File: config.mk
export PLATFORM = sky130hd
export DESIGN_NAME = cond_match_detector
export DESIGN_NICKNAME = d
export VERILOG_FILES = /design/src/rtl/cond_match_pkg.sv /design/src/rtl/cond_match_qual.sv /design/src/rtl/cond_match_detector.sv
export SDC_FILE = /design/constraint.sdc
export NUM_CORES = 1
export LEC_CHECK = 0
export CAP_MARGIN = 20
export CORE_ASPECT_RATIO = 1.75
export CORE_MARGIN = 2
export CORE_UTILIZATION = 35
export CTS_CLUSTER_SIZE = 24
export DETAILED_ROUTE_END_ITERATION = 8
export HOLD_SLACK_MARGIN = 0.15
export PLACE_DENSITY_LB_ADDON = 0.12
export REMOVE_ABC_BUFFERS = 1
export SLEW_MARGIN = 30
export SYNTH_ARGS = -nofsm -noshare
export SYNTH_HDL_FRONTEND = slang
export SYNTH_HIERARCHICAL = 1
export SYNTH_SLANG_ARGS = --single-unit
export TNS_END_PERCENT = 1
File: constraint.sdc
create_clock -name clk -period 1.7 [get_ports clk]
set_input_delay 0.255 -clock clk [delete_from_list [all_inputs] [get_ports clk]]
set_output_delay 0.255 -clock clk [all_outputs]
set_load 0.01 [all_outputs]
File: src/rtl/cond_match_pkg.sv
// Shared types and helpers for the condition match detector.
// Holds the qualifier state encoding, the default reference values and a saturating increment.
// Pure declarations: no logic, no latency, no backpressure.
package cond_match_pkg;

  // Qualifier FSM states (2-bit encoding)
  typedef enum logic [1:0] {
    ST_IDLE    = 2'd0,
    ST_ARMING  = 2'd1,
    ST_MATCHED = 2'd2
  } qual_state_e;

  // Reset values for the programmable references
  localparam int unsigned DEF_A_REF = 2;
  localparam int unsigned DEF_C_REF = 0;

  // Add one unless the value has already reached the limit
  function automatic logic [31:0] sat_inc(input logic [31:0] val, input logic [31:0] lim);
    return (val >= lim) ? val : val + 32'd1;
  endfunction

endpackage

File: src/rtl/cond_match_qual.sv
// Qualifier: run counter, IDLE/ARMING/MATCHED FSM and saturating hit counter.
// Latency: common_o is registered one cycle after the stage-1 sample; common_d is its next value.
// No backpressure; a bubble (v1_i=0) holds run/state and forces the output low for that cycle.
module cond_match_qual
  import cond_match_pkg::*;
#(
  parameter int HOLD  = 1,
  parameter int CNT_W = 8
) (
  input  logic             clk,
  input  logic             rst,
  input  logic             v1_i,
  input  logic             m1_i,
  input  logic             restart_i,
  input  logic             clr_cnt_i,
  output logic             common_d_o,
  output logic             common_o,
  output logic [CNT_W-1:0] hit_cnt_o
);

  localparam int RUN_W = 8;
  localparam logic [31:0] CNT_MAX = 32'((64'd1 << CNT_W) - 64'd1);

  qual_state_e      state_q, state_d;
  logic [RUN_W-1:0] run_q, run_d;
  logic             common_q, common_d;
  logic [CNT_W-1:0] hit_q, hit_d;

  // Next-state for run length, qualifier state, common match and hit counter
  always_comb begin
    run_d    = run_q;
    state_d  = state_q;
    common_d = 1'b0;
    hit_d    = hit_q;
    if (restart_i) begin
      // Reference change: start the history from scratch
      run_d   = '0;
      state_d = ST_IDLE;
    end else if (v1_i) begin
      if (m1_i) begin
        run_d    = RUN_W'(sat_inc(32'(run_q), 32'(HOLD)));
        state_d  = (32'(run_d) == 32'(HOLD)) ? ST_MATCHED : ST_ARMING;
        common_d = (state_d == ST_MATCHED);
      end else begin
        run_d   = '0;
        state_d = ST_IDLE;
      end
    end
    if (clr_cnt_i) begin
      hit_d = '0;
    end else if (common_d) begin
      hit_d = CNT_W'(sat_inc(32'(hit_q), CNT_MAX));
    end
  end

  // Qualifier state registers
  always_ff @(posedge clk) begin
    if (rst) begin
      run_q    <= '0;
      state_q  <= ST_IDLE;
      common_q <= 1'b0;
      hit_q    <= '0;
    end else begin
      run_q    <= run_d;
      state_q  <= state_d;
      common_q <= common_d;
      hit_q    <= hit_d;
    end
  end

  assign common_d_o = common_d;
  assign common_o   = common_q;
  assign hit_cnt_o  = hit_q;

endmodule

File: src/rtl/cond_match_detector.sv
// Registered condition detector: (a==a_ref)&&(c==c_ref), debounced, qualified per flag, with hit counter.
// Latency 2 cycles sample-to-output at HOLD=1; no backpressure, in_valid=0 inserts an output-0 bubble.
// Optional sticky per-channel output when COND_MATCH_STICKY_EN is defined.
module cond_match_detector
  import cond_match_pkg::*;
#(
  parameter int A_W   = 3,
  parameter int C_W   = 2,
  parameter int NF    = 2,
  parameter int A_REF = DEF_A_REF,
  parameter int C_REF = DEF_C_REF,
  parameter int HOLD  = 1,
  parameter int CNT_W = 8
) (
  input  logic             clk,
  input  logic             rst,
  input  logic             cfg_we,
  input  logic [A_W-1:0]   cfg_a_ref,
  input  logic [C_W-1:0]   cfg_c_ref,
  input  logic             in_valid,
  input  logic [A_W-1:0]   a,
  input  logic [C_W-1:0]   c,
  input  logic [NF-1:0]    f,
  input  logic             clr_cnt,
`ifdef COND_MATCH_STICKY_EN
  output logic [NF-1:0]    sticky,
`endif
  output logic             common_o,
  output logic [NF-1:0]    y_pos,
  output logic [NF-1:0]    y_neg,
  output logic [CNT_W-1:0] hit_cnt
);

  logic [A_W-1:0] a_ref_q;
  logic [C_W-1:0] c_ref_q;
  logic           v1_q;
  logic           m1_q;
  logic [NF-1:0]  f1_q;
  logic           common_d;
  logic [NF-1:0]  y_pos_q, y_neg_q;

  // References and stage 1: one shared compare against the references held before this edge
  always_ff @(posedge clk) begin
    if (rst) begin
      a_ref_q <= A_W'(A_REF);
      c_ref_q <= C_W'(C_REF);
      v1_q    <= 1'b0;
      m1_q    <= 1'b0;
      f1_q    <= '0;
    end else begin
      if (cfg_we) begin
        a_ref_q <= cfg_a_ref;
        c_ref_q <= cfg_c_ref;
      end
      v1_q <= in_valid;
      m1_q <= (a == a_ref_q) && (c == c_ref_q);
      f1_q <= f;
    end
  end

  cond_match_qual #(
    .HOLD  (HOLD),
    .CNT_W (CNT_W)
  ) u_qual (
    .clk        (clk),
    .rst        (rst),
    .v1_i       (v1_q),
    .m1_i       (m1_q),
    .restart_i  (cfg_we),
    .clr_cnt_i  (clr_cnt),
    .common_d_o (common_d),
    .common_o   (common_o),
    .hit_cnt_o  (hit_cnt)
  );

  // Per-channel fan-out, registered alongside common_o
  always_ff @(posedge clk) begin
    if (rst) begin
      y_pos_q <= '0;
      y_neg_q <= '0;
    end else begin
      y_pos_q <= common_d ? f1_q : '0;
      y_neg_q <= common_d ? ~f1_q : '0;
    end
  end

  assign y_pos = y_pos_q;
  assign y_neg = y_neg_q;

`ifdef COND_MATCH_STICKY_EN
  logic [NF-1:0] sticky_q;

  // Sticky flags set by y_pos, cleared by clr_cnt (clear wins)
  always_ff @(posedge clk) begin
    if (rst) begin
      sticky_q <= '0;
    end else if (clr_cnt) begin
      sticky_q <= '0;
    end else begin
      sticky_q <= sticky_q | (common_d ? f1_q : '0);
    end
  end

  assign sticky = sticky_q;
`endif

endmodule

==> flow_metrics.tcl, run 1 <==
set metrics [dict create \
    fin_ws_ns -0.138 \
    initialDrtViolationCount 16 \
    synth-async-reset-ratio 0 \
    antennaDiodeCount 0 \
    synth_simple_gate_area_share 0.260 \
    final_cell_mix "29 x clkdlybuf4s50_1, 27 x dfxtp_1, 14 x buf_4" \
    synth.avg_cell_area_um2 9.48 \
    start_util 0.357 \
    max_freq_mhz 544 \
    cts_num_sinks 30 \
    synth_cell_type_count 37 \
    htreeDepth 2 \
    synthesis.area_um2 1270 \
    synth_compound_area_frac 0.108 \
    relSlewSlack 0.677 \
    synth_top_family_by_area "simple AND/OR/NAND/NOR gates" \
    rows 29 \
    vias 1093 \
    worstPathRequired_ns 1.91 \
    r2r_slack_ns -0.14 \
    clkSlewWorstSetupHoldPaths_ns 0.06 \
    cts_buffers 5 \
    synth_seq_area_share 0.473 \
    final_common_cell "clkdlybuf4s50_1" \
    core_area_um2 3560 \
    leakage_uw 0.000717 \
    finalCritPeriodShare 1.08 \
    synth_fa_ha_area_frac 0.0394 \
    ir_drop_mv 0.649 \
    post_drt_wl_per_cell_um 12.3 \
    area_delta_synth_final_pct 53.9 \
    tritoncts "yes" \
    ys_ff_latch 30 \
    gr-total-overflow 0 \
    finalWirelength_um 2800 \
    worstPathArrival_ns 2.05 \
    setup_viol_count_final 6 \
    critPathCaptureType "flop" \
    grt_max_degree 10 \
    gp_congestion 0.746 \
    hpwl_um 2040 \
    synth_mux_area_frac 0.0404 \
    maxCapViolCount 0 \
    grt_pass1_wl_um 4660 \
    drt.antenna.violating_nets 0 \
    die_y_um 83.7 \
    synth_top_area_cell "dfxtp_1" \
    fp.dieW_um 49.5 \
    die-area_um2 4150 \
    synth_xor_area_frac 0.0414 \
    synth-edff-count 0 \
    final_util 0.550 \
    hold_buffers 0 \
    final_layout_size_suffix_gt1_frac 0.253 \
    syn_inst 134 \
    synth_warnings 6 \
    synth_area_leaders "dfxtp_1 47%, ha_1 3.9%, nor2_1 3.5%, xnor2_1 3.4%, mux2i_1 3.2%" \
    hold_class "reg -> reg" \
    grt_usage 0.148 \
    clock_latency_ns 0.28 \
    port_buffers 29 \
    io_pins 30 \
    viasPerCell 4.79 \
    power-per-cell-area_nw_per_um2 758 \
    synth_top_area_frac 0.473 \
    first_global_vias 1139 \
    antenna_found_initial 0 \
    clock_skew_ns 0.00262 \
    holdWs_ns 0.415 \
    violations "negative setup slack" \
    slew_violations 0 \
    rsz0062_at_grt "yes" \
    cts_root_buffer "clkbuf_8" \
    worst_slew_pin_slew_ns 0.484 \
    synth_flop_cell "dfxtp_1" \
    min_period_ns 1.84 \
    worst-setup-path-type "reg -> reg" \
    crit_fanout 8 \
    drc 0 \
    start_kind "flop" \
    drtPass1Iterations 4 \
    hold_viol_final 0 \
    nNetsFinal 202 \
    post-place-ws_ns -0.301 \
    status "finished with violations" \
    clockBufferDepth 2 \
]
where the power goes:
part	internal (uW)	switching, uW
sequential	713	7.12
clock	408	255
combinational	63.3	34.7
path summary, 6_finish.rpt:
check                   from                   to  depth (start not counted)
max          u_qual/run_q[1]  u_qual/hit_cnt_o[1]                          8
min                  f1_q[0]             y_neg[0]                          1
max reg2reg  u_qual/run_q[1]  u_qual/hit_cnt_o[1]                          8
min reg2reg          f1_q[0]             y_neg[0]                          1
routing by layer:
layer	global-route usage	vias up	routed length, um
li1	-	557	-
met1	0.121	493	956
met2	0.285	33	1630
met3	0.0484	10	125
met4	0.0884	0	86
met5	0	-	0
worst max-delay path, stage by stage (launching register included):
cell and delay (ns):
dfxtp_2 0.35, inv_4 0.05, ha_4 0.16, nor3b_4 0.20, mux2_4 0.20, nand4_4 0.14, buf_6 0.17, or3b_4 0.36
a21oi_2 0.14
flip-flops by register name, indices dropped and copies added, names as in the netlist:
register / cells
v1_q: 1
y_neg: 2
u_qual/run_q: 8
m1_q: 1
a_ref_q: 3
y_pos: 2
u_qual/hit_cnt_o: 8
u_qual/common_o: 1
c_ref_q: 2
f1_q: 2
metrics by stage:
stage / std cells / area [um^2] / setup TNS (ns) / total power (uW)
4_1_cts: 228 / 1900 / -0.794 / 1510
6_report: 228 / 1950 / -0.670 / 1480
3_3_place_gp: 218 / 1690 / -1.16 / 833
3_5_place_dp: 218 / 1690 / -1.67 / 835
5_1_grt: 228 / 1950 / -1.44 / 1540
2_1_floorplan: 130 / 1250 / -1.16 / 773
kinds of logic after synthesis:
| logic type | after synthesis |
|---|---|
| flip-flops | 30 |
| AO/OA/AOI/OAI | 22 |
| XOR/XNOR | 6 |
| buffers and inverters | 11 |
| multiplexers | 5 |
| AND/OR/NAND/NOR | 56 |
| adder cells (fa/ha/maj) | 4 |
timing repair:
item                       in CTS  in global routing
pin swaps                       8                  5
gates resized for setup        17                 12
setup endpoints to repair       8                  8
buffers inserted                2                  0
Yosys cell counts (all sizes together) (3+ instances only):
master and count:
nor2 12, a21oi 7, dfxtp 30, inv 7, xnor2 5, or4 3, o31ai 4, nor2b 6
nor3b 3, nand2 8, or3 3, buf 4, ha 4, mux2i 4, o21ai 4, and2 5
nand3 4
final cells by class:
cell class | count | area [um^2]
inverter | 7 | 31.3
clock buffer | 8 | 110
tap | 46 | 57.6
fill | 336 | 1600
timing repair buffer | 44 | 407
sequential | 30 | 607
multi-input combinational | 93 | 742
Note: power is estimated with default switching activity, not from simulation.
==> inputs of run 2 (changes only) <==
--- a/config.mk
+++ b/config.mk
@@ -6,9 +6,9 @@
 export NUM_CORES = 1
 export LEC_CHECK = 0
 export CAP_MARGIN = 20
-export CORE_ASPECT_RATIO = 1.75
+export CORE_ASPECT_RATIO = 0.7
 export CORE_MARGIN = 2
-export CORE_UTILIZATION = 35
+export CORE_UTILIZATION = 43
 export CTS_CLUSTER_SIZE = 24
 export DETAILED_ROUTE_END_ITERATION = 8
 export HOLD_SLACK_MARGIN = 0.15
==> run 2 against run 1 <==
Effect of this change: the run still ends with negative setup slack left; sequential cell count did not move; count of clock-buffer cells in the layout fell by 1; clock skew about the same; register-to-register slack gained 0.03 ns; worst hold slack improved by 0.0048 ns; routed wire length shrank 4.5%; maximum frequency is 1.7% higher; final cell count is 4.4% lower; utilization grew 12 points; clock power down 24%; critical path type unchanged.
==> flow_metrics.tcl, run 2 (synthesis results as in run 1) <==
set metrics [dict create \
    gp_congestion 0.839 \
    die-area_um2 3410 \
    finalWirelength_um 2670 \
    fin_ws_ns -0.108 \
    cts_root_buffer "clkbuf_8" \
    rows 16 \
    clockBufferDepth 2 \
    p_clk_frac 0.381 \
    io_pins 30 \
    final_common_cell "clkdlybuf4s50_1" \
    r2r_slack_ns -0.11 \
    place_area_um2 1670 \
    r2r-start "u_qual/run_q[0]" \
    die_y_um 49.5 \
    core_area_um2 2800 \
    maxCapViolCount 0 \
    grt_max_degree 9 \
    cts_buffers 5 \
    viasPerCell 5.02 \
    fin_total_pwr_uw 1320 \
    drc 0 \
    p_int_uw 1060 \
    finalCritPeriodShare 1.06 \
    antenna_found_initial 0 \
    final_layout_size_suffix_gt1_frac 0.231 \
    slew_violations 0 \
    post-place-ws_ns -0.234 \
    setup_viol_count_final 7 \
    final_util 0.673 \
    netSwitchingFraction 0.201 \
    grt_usage 0.175 \
    status "finished with violations" \
    hold_class "reg -> reg" \
    area_delta_synth_final_pct 48.6 \
    grt_pass1_wl_um 4400 \
    post_drt_wl_per_cell_um 12.2 \
    htreeDepth 2 \
    cts_num_sinks 30 \
    nNetsFinal 203 \
    seqPwrFrac 0.546 \
    final_cell_mix "29 x clkdlybuf4s50_1, 28 x dfxtp_1, 15 x buf_4" \
    max_freq_mhz 553 \
    gr-total-overflow 0 \
    min-delay-start "f1_q[1]" \
    start_kind "flop" \
    worst-setup-path-type "reg -> reg" \
    initialDrtViolationCount 49 \
    holdWs_ns 0.420 \
    leakage_uw 0.000695 \
    vias 1095 \
    relSlewSlack 0.673 \
    tritoncts "yes" \
    critPathLaunch "u_qual/run_q[0]" \
    start_util 0.453 \
    crit_fanout 7 \
    power-per-cell-area_nw_per_um2 701 \
    antennaDiodeCount 0 \
    critPathCaptureType "flop" \
    port_buffers 29 \
    ir_drop_mv 0.508 \
    worstPathRequired_ns 1.90 \
    worst_slew_pin_slew_ns 0.490 \
    fp.dieW_um 69.0 \
    p_sw_uw 266 \
    p_comb_frac 0.073 \
    clkSlewWorstSetupHoldPaths_ns 0.06 \
    violations "negative setup slack" \
    drtPass1Iterations 4 \
    final_area_um2 1890 \
    hpwl_um 1900 \
    hold_viol_final 0 \
    clock_skew_ns 0.00228 \
    drt.antenna.violating_nets 0 \
    first_global_vias 1013 \
    min_period_ns 1.81 \
    worstPathArrival_ns 2.01 \
    rsz0062_at_grt "yes" \
    clock_latency_ns 0.27 \
    hold_buffers 0 \
]
==> run 2: cell types whose count changed in the layout (fill, tap and decap cells not counted), moves of 2 or more <==
cell,previous run,this run
a21oi_1,6,4
a21oi_2,1,3
clkbuf_1,0,2
clkbuf_8,8,5
inv_2,0,2
inv_4,2,0
==> run 2: path summary, 6_finish.rpt <==
kind                         endpoint  cells past startpoint
hold reg to reg              y_neg[1]                      1
setup / recovery  u_qual/hit_cnt_o[1]                      9
hold / removal               y_neg[1]                      1
setup reg to reg  u_qual/hit_cnt_o[1]                      9
==> run 2: stage by stage <==
step / setup TNS (ns) / instances
2_1_floorplan: -1.16 / 130
3_3_place_gp: -0.940 / 207
3_5_place_dp: -1.41 / 207
4_1_cts: -0.547 / 215
5_1_grt: -1.22 / 218
6_report: -0.613 / 218
==> run 2: what timing repair did <==
item | in CTS | in global routing
gates resized for setup | 15 | 8
setup buffers | 1 | 3
pin swaps | 9 | 4
endpoints found under the setup margin | 8 | 9
==> run 2: worst max-delay path, stage by stage (launching register included) <==
cell and delay, ns:
dfxtp_4 0.36, inv_2 0.08, ha_4 0.14, buf_4 0.11, nand2b_4 0.07, xnor2_4 0.17, nand4_4 0.16, buf_6 0.17
or3b_1 0.36, a21oi_2 0.12
==> run 2: power groups by stage <==
stage / sequential [uW] / clock (uW) / combinational [uW]
global placement: 738 / 0 / 92.6
detailed placement: 738 / 0 / 94.8
floorplan: 737 / 0 / 36.0
global route: 723 / 564 / 105
CTS: 723 / 523 / 96.5
finish: 722 / 504 / 97.0
==> run 2: layout make-up <==
type | instances | area (um^2)
Timing Repair Buffer | 45 | 414
Fill cell | 222 | 916
Clock buffer | 7 | 76.3
Sequential cell | 30 | 606
Tap cell | 36 | 45.0
Inverter | 7 | 26.3
Multi-Input combinational cell | 93 | 719
==> run 2: routing by layer <==
layer  global-route usage  wire [um]  vias up
li1                     -          -      559
met4               0.0490         16        0
met1                0.238       1240      496
met2                0.256       1220       38
met5                    0          0        -
met3               0.0685        186        2
